## src/rtl/board_scanout.sv

```systemverilog
// Board scan-out: snapshots the composited 10x20 board on start and streams it
// one cell per valid/ready beat, row by row, followed by an idle gap.
package game_state_pkg;
  typedef struct packed {
    logic [9:0][19:0] screen;
  } game_state_t;
endpackage

module board_scanout
  import game_state_pkg::*;
#(
  parameter int TOP_FIRST  = 1,
  parameter int GAP_CYCLES = 2
) (
  input  logic        clk,
  input  logic        reset,
  input  logic        start,
  input  game_state_t frame_in,
  output logic        busy,
  output logic        px_valid,
  input  logic        px_ready,
  output logic        px_data,
  output logic [3:0]  px_x,
  output logic [4:0]  px_y,
  output logic        px_last,
  output logic        frame_done,
  output logic [7:0]  frame_count
);

  localparam logic [4:0] ROW_FIRST = (TOP_FIRST != 0) ? 5'd19 : 5'd0;
  localparam logic [4:0] ROW_LAST  = (TOP_FIRST != 0) ? 5'd0 : 5'd19;
  localparam logic [3:0] GAP_LOAD  = 4'(GAP_CYCLES);

  typedef enum logic [1:0] {
    S_IDLE,
    S_SEND,
    S_GAP
  } state_t;

  state_t      state_q, state_d;
  game_state_t snap_q, snap_d;
  logic [3:0]  x_q, x_d;
  logic [4:0]  y_q, y_d;
  logic [3:0]  gap_q, gap_d;
  logic        done_q, done_d;
  logic [7:0]  cnt_q, cnt_d;
  logic        xfer;
  logic        beat_last;

  assign xfer      = (state_q == S_SEND) && px_ready;
  assign beat_last = (x_q == 4'd9) && (y_q == ROW_LAST);

  always_ff @(posedge clk) begin
    if (reset) begin
      state_q <= S_IDLE;
    end else begin
      state_q <= state_d;
    end
  end

  always_comb begin
    state_d = state_q;
    unique case (state_q)
      S_IDLE:  if (start) state_d = S_SEND;
      S_SEND:  if (xfer && beat_last) state_d = (GAP_CYCLES == 0) ? S_IDLE : S_GAP;
      S_GAP:   if (gap_q <= 4'd1) state_d = S_IDLE;
      default: state_d = S_IDLE;
    endcase
  end

  // Scan position, gap countdown and frame bookkeeping
  always_comb begin
    snap_d = snap_q;
    x_d    = x_q;
    y_d    = y_q;
    gap_d  = gap_q;
    done_d = 1'b0;
    cnt_d  = cnt_q;
    unique case (state_q)
      S_IDLE: begin
        if (start) begin
          snap_d = frame_in;
          x_d    = 4'd0;
          y_d    = ROW_FIRST;
        end
      end
      S_SEND: begin
        if (xfer) begin
          if (x_q == 4'd9) begin
            x_d = 4'd0;
            if (beat_last) begin
              done_d = 1'b1;
              cnt_d  = cnt_q + 8'd1;
              gap_d  = GAP_LOAD;
              y_d    = ROW_FIRST;
            end else begin
              y_d = (TOP_FIRST != 0) ? (y_q - 5'd1) : (y_q + 5'd1);
            end
          end else begin
            x_d = x_q + 4'd1;
          end
        end
      end
      S_GAP: begin
        if (gap_q != 4'd0) gap_d = gap_q - 4'd1;
      end
      default: ;
    endcase
  end

  // A reset mid-frame drops the frame without any completion side effects
  always_ff @(posedge clk) begin
    if (reset) begin
      snap_q <= '0;
      x_q    <= '0;
      y_q    <= '0;
      gap_q  <= '0;
      done_q <= 1'b0;
      cnt_q  <= '0;
    end else begin
      snap_q <= snap_d;
      x_q    <= x_d;
      y_q    <= y_d;
      gap_q  <= gap_d;
      done_q <= done_d;
      cnt_q  <= cnt_d;
    end
  end

  always_comb begin
    busy     = (state_q != S_IDLE);
    px_valid = (state_q == S_SEND);
    px_data  = 1'b0;
    px_x     = 4'd0;
    px_y     = 5'd0;
    px_last  = 1'b0;
    if (state_q == S_SEND) begin
      px_data = snap_q.screen[x_q][y_q];
      px_x    = x_q;
      px_y    = y_q;
      px_last = beat_last;
    end
  end

  assign frame_done  = done_q;
  assign frame_count = cnt_q;

endmodule

```

## config.mk

```make
export PLATFORM = sky130hd
export DESIGN_NAME = board_scanout
export DESIGN_NICKNAME = d
export VERILOG_FILES = /design/src/rtl/board_scanout.sv
export SDC_FILE = /design/constraint.sdc
export NUM_CORES = 1
export LEC_CHECK = 0
export CORE_MARGIN = 1
export CORE_UTILIZATION = 38
export CTS_CLUSTER_DIAMETER = 150
export CTS_CLUSTER_SIZE = 40
export DETAILED_ROUTE_END_ITERATION = 7
export SYNTH_ARGS = -nofsm -noshare
export SYNTH_HDL_FRONTEND = slang
export SYNTH_SLANG_ARGS = --single-unit
```

## constraint.sdc

```tcl
create_clock -name clk -period 6 [get_ports clk]
set_clock_uncertainty 0.1 [all_clocks]
set_input_delay 1.2 -clock clk [delete_from_list [all_inputs] [get_ports clk]]
set_output_delay 1.2 -clock clk [all_outputs]
set_load 0.01 [all_outputs]
```

==> results.json <==
{
  "fin_nets": 1560,
  "dieHeight_um": 162.2,
  "synth.distinct_cells": 51,
  "crit_top_cell": "nand3_1",
  "start_util": 0.3871,
  "yosysMostFrequentCell": "nand2_1",
  "period_minus_slack_ns": 5.141,
  "holdWs_ns": 0.3613,
  "slowest_stage": "dfxtp_1",
  "h-tree-depth": 1,
  "clock_sinks": 224,
  "cts_buffers": 9,
  "clk_pin_slew_ns": 0.14,
  "layout-drive-gt1-share": 0.04586,
  "root_buffer": "clkbuf_16",
  "critical_path.top_delay_family": "simple AND/OR/NAND/NOR gates",
  "crit_chain": "or3b_1 > o21ai_0 > a221oi_1 > a21oi_1 > nand3_1 > nand3_1 > nor4bb_1 > clkdlybuf4s50_1",
  "synth_top_cells_by_count": "nand2_1, dfxtp_1, a21oi_1, clkbuf_1, nor2_1",
  "critPathKind": "flop to primary output",
  "fin_tns_setup_ns": 0,
  "clock_latency_ns": 0.48,
  "viasPerCell": 5.183,
  "wl_per_cell_um": 18.36,
  "synth_edf_count": 0,
  "ys_ff_latch": 224,
  "avgSynthCellArea_um2": 8.075,
  "slew_violations": 0,
  "dr.pass1.iters": 7,
  "routed_wl_um": 30880,
  "dp_hpwl_um": 22850,
  "drt_iter0_drc": 648,
  "synthFlopType": "dfxtp_1",
  "hold_viol": 0,
  "cts_tree": "built",
  "syn_nets": 1415,
  "synth_top_area_cell": "dfxtp_1",
  "ys_warn_count": 0,
  "p_leak_nw": 4.336,
  "fin_crit_sh": 0.8568,
  "ys_seq_area_frac": 0.4601,
  "ys_async_sr_fraction": 0,
  "track_usage": 0.2309,
  "io_pins": 226,
  "diodes": 0,
  "start_kind": "flop",
  "grt_max_degree": 136,
  "setup_viol": 0,
  "peakVddDrop_uv": 171.1,
  "power_density_nw_per_um2": 229.2,
  "worst-path-max-fanout": 23,
  "tightest_slew_ns": 0.9242,
  "area_growth_pct": 26.96,
  "cap_violations": 0,
  "post_cts_buffers": 0,
  "antenna_found_initial": 0,
  "place_inst": 1671,
  "fmax_mhz": 194.5,
  "vias": 8718,
  "grt_pass1_wl_um": 46550,
  "io_buffers": 225,
  "hold_buffers": 0,
  "ys_top_cells_by_area": "dfxtp_1, nand2_1, a21oi_1, mux4_2, mux2i_1",
  "detail-route-antenna-nets": 0,
  "gr-total-overflow": 0,
  "fp.coreArea_um2": 25180,
  "slew_headroom": 0.3839,
  "synthesis.area_um2": 9747,
  "clk_path_buf_depth": 3,
  "cpPeakStageDelay_ns": 0.89,
  "power_mw": 2.836,
  "die_w_um": 162.2,
  "worstSetupEndpointType": "primary output",
  "arrival_ns": 3.84,
  "cp_num_buf_inv": 1,
  "die-area_um2": 26290,
  "gp_congestion": 0.9310,
  "yosysTopAreaCellShare": 0.4601,
  "outcome": "complete, no violations",
  "rows": 58,
  "required_ns": 4.70,
  "route.detailed.drc": 0,
  "syn_inst": 1207,
  "grt_pass1_vias": 8314,
  "hp-class": "flop to flop",
  "rsz0062_at_grt": "no",
  "cts_resized": 0,
  "final_cells": 1682
}
-- layer usage --
layer,up-vias,wire length [um],share of wire,global-route usage
li1,4362,-,-,-
met3,29,1428,0.046,0.02809
met4,0,616,0.020,0.04974
met1,4084,13910,0.45,0.3092
met2,243,14930,0.48,0.3976
met5,-,0,0,0
-- cells in the final DEF, fill, tap and decap left out, types with 5 or more instances in the layout --
cell and n:
nor2b_1 8, o221ai_1 6, clkdlybuf4s50_1 224, buf_4 5, and2_1 14, inv_1 8, nand2_1 419, nor2_1 33
o211ai_1 6, a211oi_1 12, a2111oi_0 6, xor2_1 5, mux4_2 31, nand3_1 7, nor3_1 13, dfxtp_1 222
a21oi_1 218, o21ai_0 17, clkbuf_16 9, mux2i_1 32
-- worst paths after layout --
| check | startpoint | to | slack [ns] | depth (start not counted) |
|---|---|---|---|---|
| setup / recovery | x_q[3]$_SDFFE_PP0P_ | px_data | 0.86 | 8 |
| hold / removal | snap_q[110]$_SDFFE_PP0P_ | snap_q[110]$_SDFFE_PP0P_ | 0.36 | 2 |
| setup reg to reg | x_q[3]$_SDFFE_PP0P_ | frame_count[5]$_SDFFE_PP0P_ | 2.83 | 7 |
| hold reg to reg | snap_q[110]$_SDFFE_PP0P_ | snap_q[110]$_SDFFE_PP0P_ | 0.36 | 2 |
-- sequential cells by signal (all words and copies together), names as in the netlist --
register / cells
snap_q: 200
frame_count: 8
y_q: 5
gap_q: 4
x_q: 4
state_q: 2
frame_done: 1
-- per-stage QoR --
step	setup WS (ns)	cell area (um2)	utilization
floorplan	2.541	9747	-
global placement	1.505	12130	0.4817
detailed placement	1.450	12130	0.4817
CTS	0.8888	12370	0.4914
global route	0.6232	12370	0.4914
finish	0.8591	12370	0.4914
-- worst reg2reg max path, stage by stage, from the launching register on --
cell and delay [ns]:
dfxtp_1 0.89, or3b_1 0.68, or4_4 0.63, nor2_8 0.22, and3_1 0.24, nand4_1 0.12, xor2_1 0.14, nor2_1 0.05
-- power breakdown --
part	switching [mW]	internal (mW)
Sequential	0.0721	1.57
Clock	0.456	0.284
Combinational	0.223	0.228
Total	0.752	2.08
-- logic make-up (layout without fill, tap and decap cells) --
logic type	count (synthesis)	in the layout	synth area share
muxes	65	65	0.1068
xor gates and xnor gates	8	8	0.007189
AOI/OAI and AO/OA	284	284	0.1612
adders and majority gates	4	4	0.005135
buffers and inverters	108	253	0.04416
DFF	224	224	0.4601
and+or+nand+nor	514	514	0.2154
-- layout make-up --
class | instances | area, um2
Clock buffer | 10 | 229.0
Fill cell | 2511 | 12810
Timing Repair Buffer | 233 | 2351
Sequential cell | 224 | 4489
Tap cell | 330 | 412.9
Clock inverter | 1 | 16.27
Inverter | 9 | 33.78
Multi-Input combinational cell | 875 | 4842
Note: power is estimated with default switching activity, not from simulation.
